--- config.mk ---
export PLATFORM = sky130hd
export DESIGN_NAME = bytecode_fetch
export DESIGN_NICKNAME = d
export VERILOG_FILES = /design/src/rtl/bytecode_fetch.sv
export SDC_FILE = /design/constraint.sdc
export NUM_CORES = 1
export LEC_CHECK = 0
export CAP_MARGIN = 30
export CORE_ASPECT_RATIO = 1.4
export CORE_MARGIN = 8
export CORE_UTILIZATION = 54
export CTS_CLUSTER_DIAMETER = 40
export DETAILED_ROUTE_END_ITERATION = 7
export GPL_TIMING_DRIVEN = 0
export PLACE_DENSITY_LB_ADDON = 0.05
export SLEW_MARGIN = 15
export SYNTH_ARGS = -nofsm -noshare
export SYNTH_HDL_FRONTEND = slang
export SYNTH_SLANG_ARGS = --single-unit
--- constraint.sdc ---
create_clock -name clk -period 6.2 [get_ports clk]
set_input_delay 0.62 -clock clk [delete_from_list [all_inputs] [get_ports clk]]
set_output_delay 0.62 -clock clk [all_outputs]
set_load 0.005 [all_outputs]
--- src/rtl/bytecode_fetch.sv ---
// Bytecode instruction fetch: reads opcode + 0..2 operand bytes and holds them for control.
// Optional branch support is enabled with `define BYTECODE_FETCH_BRANCH_EN.
module bytecode_fetch #(
  parameter int ADDR_W = 16
) (
  input  logic              clk,
  input  logic              rst,
  output logic [ADDR_W-1:0] mem_addr,
  output logic              mem_rd,
  input  logic [7:0]        mem_data,
  output logic [7:0]        op_code,
  output logic [7:0]        arg1,
  output logic [7:0]        arg2,
  output logic              op_valid,
  input  logic              op_done,
  input  logic              jump,
  input  logic [15:0]       offset,
  output logic [ADDR_W-1:0] pc
);

  typedef enum logic [2:0] {
    OP_ADDR, OP_DATA, A1_ADDR, A1_DATA, A2_ADDR, A2_DATA, ISSUE
  } state_t;

  state_t            state;
  logic [ADDR_W-1:0] fp;
  logic [ADDR_W-1:0] done_target;
  logic [7:0]        op_code_r;
  logic [7:0]        arg1_r;
  logic              two_ops;
  logic [1:0]        op_count;

  // NOTE: the default arm returns a value on every path, so no latch can be inferred.
  function automatic logic [1:0] operand_count(input logic [7:0] b);
    case (b)
      8'h10, 8'h12, 8'h15, 8'h36, 8'hBC: return 2'd1;
      8'h11, 8'h84:                      return 2'd2;
      default:                           return (b >= 8'h99 && b <= 8'hA8) ? 2'd2 : 2'd0;
    endcase
  endfunction

  assign op_count = operand_count(mem_data);
  assign mem_addr = fp;

`ifdef BYTECODE_FETCH_BRANCH_EN
  // Branch target is relative to the opcode address, wrapping modulo 2^ADDR_W.
  assign done_target = jump ? pc + ADDR_W'($signed(offset)) : fp;
`else
  logic unused_branch;
  assign done_target   = fp;
  assign unused_branch = &{1'b0, jump, offset};
`endif

  // NOTE: non-blocking assignments so every branch below reads pre-edge register values.
  always_ff @(posedge clk or posedge rst) begin
    if (rst) begin
      state     <= OP_ADDR;
      fp        <= '0;
      mem_rd    <= 1'b0;
      op_code_r <= 8'h00;
      arg1_r    <= 8'h00;
      two_ops   <= 1'b0;
      op_code   <= 8'h00;
      arg1      <= 8'h00;
      arg2      <= 8'h00;
      op_valid  <= 1'b0;
      pc        <= '0;
    end else begin
      case (state)
        OP_ADDR: begin
          mem_rd <= 1'b1;
          state  <= OP_DATA;
        end
        OP_DATA: begin
          mem_rd    <= 1'b0;
          pc        <= fp;
          fp        <= fp + ADDR_W'(1);
          op_code_r <= mem_data;
          two_ops   <= (op_count == 2'd2);
          if (op_count == 2'd0) begin
            op_code  <= mem_data;
            op_valid <= 1'b1;
            state    <= ISSUE;
          end else begin
            state <= A1_ADDR;
          end
        end
        A1_ADDR: begin
          mem_rd <= 1'b1;
          state  <= A1_DATA;
        end
        A1_DATA: begin
          mem_rd <= 1'b0;
          fp     <= fp + ADDR_W'(1);
          if (two_ops) begin
            arg1_r <= mem_data;
            state  <= A2_ADDR;
          end else begin
            op_code  <= op_code_r;
            arg1     <= mem_data;
            op_valid <= 1'b1;
            state    <= ISSUE;
          end
        end
        A2_ADDR: begin
          mem_rd <= 1'b1;
          state  <= A2_DATA;
        end
        A2_DATA: begin
          mem_rd   <= 1'b0;
          fp       <= fp + ADDR_W'(1);
          op_code  <= op_code_r;
          arg1     <= arg1_r;
          arg2     <= mem_data;
          op_valid <= 1'b1;
          state    <= ISSUE;
        end
        ISSUE: begin
          if (op_done) begin
            op_valid <= 1'b0;
            op_code  <= 8'h00;
            arg1     <= 8'h00;
            arg2     <= 8'h00;
            fp       <= done_target;
            state    <= OP_ADDR;
          end
        end
        default: state <= OP_ADDR;
      endcase
    end
  end

endmodule

==> flow_metrics.env <==
export IMPL_grt_start_max_net_pins=53
export IMPL_cp_max_fo=10
export IMPL_cts_setup_buffers=0
export IMPL_fin_util=0.701
export IMPL_n_fill_cell=543
export IMPL_arrival_ns=2.72
export IMPL_cpPeakStageDelay_ns=0.48
export IMPL_hold_violations=0
export IMPL_yosys_area_top_type_share=0.518
export IMPL_gp_congestion=0.883
export IMPL_max_freq_mhz=404
export IMPL_cts_root_buffer_cell="clkbuf_8"
export IMPL_crit_path_top_delay_cell="nor4b_1"
export IMPL_fin_skew_ns=0.00843
export IMPL_cp_num_buf_inv=3
export IMPL_leakagePower_uw=0.00202
export IMPL_syn2layout_area_growth_pct=27.4
export IMPL_cp_end_kind="register"
export IMPL_grt_pass1_wl_um=15600
export IMPL_io_buffers=66
export IMPL_std_cell_rows=36
export IMPL_syn_area_um2=3770
export IMPL_cts_tree="built"
export IMPL_power_density_nw_per_um2=481
export IMPL_wl_per_cell_um=18.3
export IMPL_setup_tns_ns=0
export IMPL_start_util=0.550
export IMPL_core_area_um2=6850
export IMPL_clk_pin_slew_ns=0.07
export IMPL_post_place_ws_ns=3.41
export IMPL_synth_edff_count=0
export IMPL_async_reset_ff_frac=1.00
export IMPL_drc=0
export IMPL_fin_hold_ws_ns=0.487
export IMPL_layout_nets=444
export IMPL_grt_use_total=0.201
export IMPL_layout_drive_gt1_share=0.167
export IMPL_dieArea_um2=9940
export IMPL_insertion_delay_ns=0.36
export IMPL_vias=3054
export IMPL_ys_seq_area_frac=0.518
export IMPL_cts_sinks=78
export IMPL_criticalPathCategory="input port to register"
export IMPL_drt_pre_antenna_iters=4
export IMPL_min_path_type="register to register"
export IMPL_seqCellArea_um2=1950
export IMPL_grt_ovfl_total=0
export IMPL_tightest_slew_ns=0.655
export IMPL_relSlewSlack=0.562
export IMPL_synth_area_leader_cell="dfrtp_1"
export IMPL_synth_distinct_cells=39
export IMPL_post_cts_resized=0
export IMPL_antenna_found_initial=0
export IMPL_worstSetupStartpointType="input port"
export IMPL_cts_hold_buf=0
export IMPL_rsz0062_at_grt="false"
export IMPL_synth_seq_cells=78
export IMPL_crit_family="simple AND/OR/NAND/NOR gates"
export IMPL_synth_cells=337
export IMPL_num_io_pins=86
export IMPL_antenna_cells=0
export IMPL_drt_initial_drc_count=228
export IMPL_cp_common_cell="buf_6"
export IMPL_cp_cell_sequence="clkdlybuf4s50_1, buf_6, nor4b_1, o211ai_1, and3_1, buf_6, a2111oi_4, nor2_1"
export IMPL_period_share=0.400
export IMPL_yosysWarnings=0
export IMPL_vdd_drop_max_mv=0.315
export IMPL_cts_buffers=9
export IMPL_multi_input_area_um2=1640
export IMPL_htreeDepth=3
export IMPL_viasPerCell=5.93
export IMPL_clock_path_buffers=2
export IMPL_cap_violations=0
export IMPL_grt_pass1_vias=3095
export IMPL_drv_slew=0
export IMPL_status="finished, final reports clean"
export IMPL_fp_dieH_um=115
export IMPL_final_antenna_net_count=0
export IMPL_syn_num_nets=366
export IMPL_setup_viol=0
export IMPL_synth_ff_type="dfrtp_1"
export IMPL_ys_top_cells_by_area="dfrtp_1 (52%), mux2_2 (9.0%), a22oi_1 (3.2%)"
export IMPL_post_route_min_period_ns=2.48
export IMPL_dp_hpwl_um=6760
export IMPL_worstPathRequired_ns=6.44
export IMPL_fp_dieW_um=86.6
export IMPL_syn_avg_cell_area_um2=11.2
export IMPL_setup_ws_ns=3.72
export IMPL_drt_total_wl_um=9430
==> final cells by class <==
cell class | instances | share of cell area
inverters | 5 | 0.00443
repair buffers | 67 | 0.143
flip-flops and latches | 78 | 0.407
clock buffers | 11 | 0.0295
clock inverters | 5 | 0.0172
plain buffers | 28 | 0.0331
multi-input cells | 226 | 0.341
well taps | 95 | 0.0248
==> synthesized netlist by cell type, types with 4 or more instances <==
| master | instances |
|---|---|
| dfrtp_1 | 78 |
| mux2_2 | 30 |
| a21oi_1 | 20 |
| nand2_1 | 20 |
| nor2_1 | 18 |
| a22oi_1 | 16 |
| nand3_1 | 15 |
| nand4_1 | 14 |
| clkbuf_1 | 13 |
| xnor2_1 | 13 |
| o211ai_1 | 9 |
| a22o_1 | 8 |
| o22ai_1 | 8 |
| a211oi_1 | 7 |
| buf_2 | 7 |
| o21ai_0 | 7 |
| o32ai_1 | 7 |
| and3_1 | 5 |
| inv_1 | 5 |
| buf_4 | 4 |
| buf_6 | 4 |
==> layer usage <==
| layer | global-route usage | vias up | routed length (um) |
|---|---|---|---|
| met2 | 0.336 | 113 | 4790 |
| met1 | 0.231 | 1499 | 3840 |
| met3 | 0.0472 | 23 | 530 |
| li1 | - | 1419 | - |
| met4 | 0.113 | 0 | 269 |
| met5 | 0 | - | 0 |
==> sequential cells by signal (all words and copies together) (netlist names) <==
| name | flops |
|---|---|
| state | 3 |
| two_ops | 1 |
| arg1_r | 8 |
| mem_addr | 16 |
| op_valid | 1 |
| arg1 | 8 |
| pc | 16 |
| arg2 | 8 |
| mem_rd | 1 |
| op_code | 8 |
| op_code_r | 8 |
==> logic make-up (layout without fill, tap and decap cells) <==
logic type,Yosys count,after routing,share of synthesized area
fa+ha+maj,1,1,0.00332
compound gates,91,91,0.181
simple gates,87,87,0.121
mux,31,31,0.0923
xor+xnor,16,16,0.0372
buf+inv,33,116,0.0472
flops,78,78,0.518
==> cell usage in the layout (no fill, tap or decap), drive strengths merged, types with 7 or more instances in the layout <==
cell and n:
a211oi 7, a21oi 20, a22o 8, a22oi 16
buf 16, clkbuf 24, clkdlybuf4s50 66, dfrtp 78
mux2 30, nand2 20, nand3 15, nand4 14
nor2 18, o211ai 9, o21ai 9, o22ai 8
o32ai 7, xnor2 13
==> worst reg2reg max path: stages, from the launching register on <==
cell and delay, ns:
dfrtp_1 0.44, nor2b_1 0.33, a32oi_2 0.30, nor2_1 0.46
clkbuf_1 0.48, a22oi_1 0.14, nand3_1 0.12
==> stage by stage <==
| step | std cells | power, uW | cell area (um2) |
|---|---|---|---|
| after global routing | 515 | 2470 | 4800 |
| final | 515 | 2310 | 4800 |
| after floorplan | 337 | 1460 | 3770 |
| after detailed placement | 499 | 1890 | 4580 |
| after CTS | 515 | 2320 | 4800 |
| after global placement | 498 | 1860 | 4550 |
==> path summary, 6_finish.rpt <==
kind | cells past startpoint | slack [ns] | startpoint | to
min reg2reg | 2 | 0.49 | arg1_r[5] | arg1_r[5]
min | 2 | 0.49 | arg1_r[5] | arg1_r[5]
max reg2reg | 6 | 3.88 | state[0] | op_code[4]
min in group asynchronous | 2 | 0.59 | rst | arg2[3]
max | 8 | 3.72 | mem_data[7] | op_valid
max in group asynchronous | 3 | 5.05 | rst | arg1[4]
==> where the power goes <==
part	internal (uW)	leakage [uW]	total, uW	switching [uW]
clock	238	0.000113	425	186
sequential	700	0.000974	835	134
combinational	521	0.000933	1050	530
total	1460	0.00202	2310	850
(Power assumes the default switching activity.)
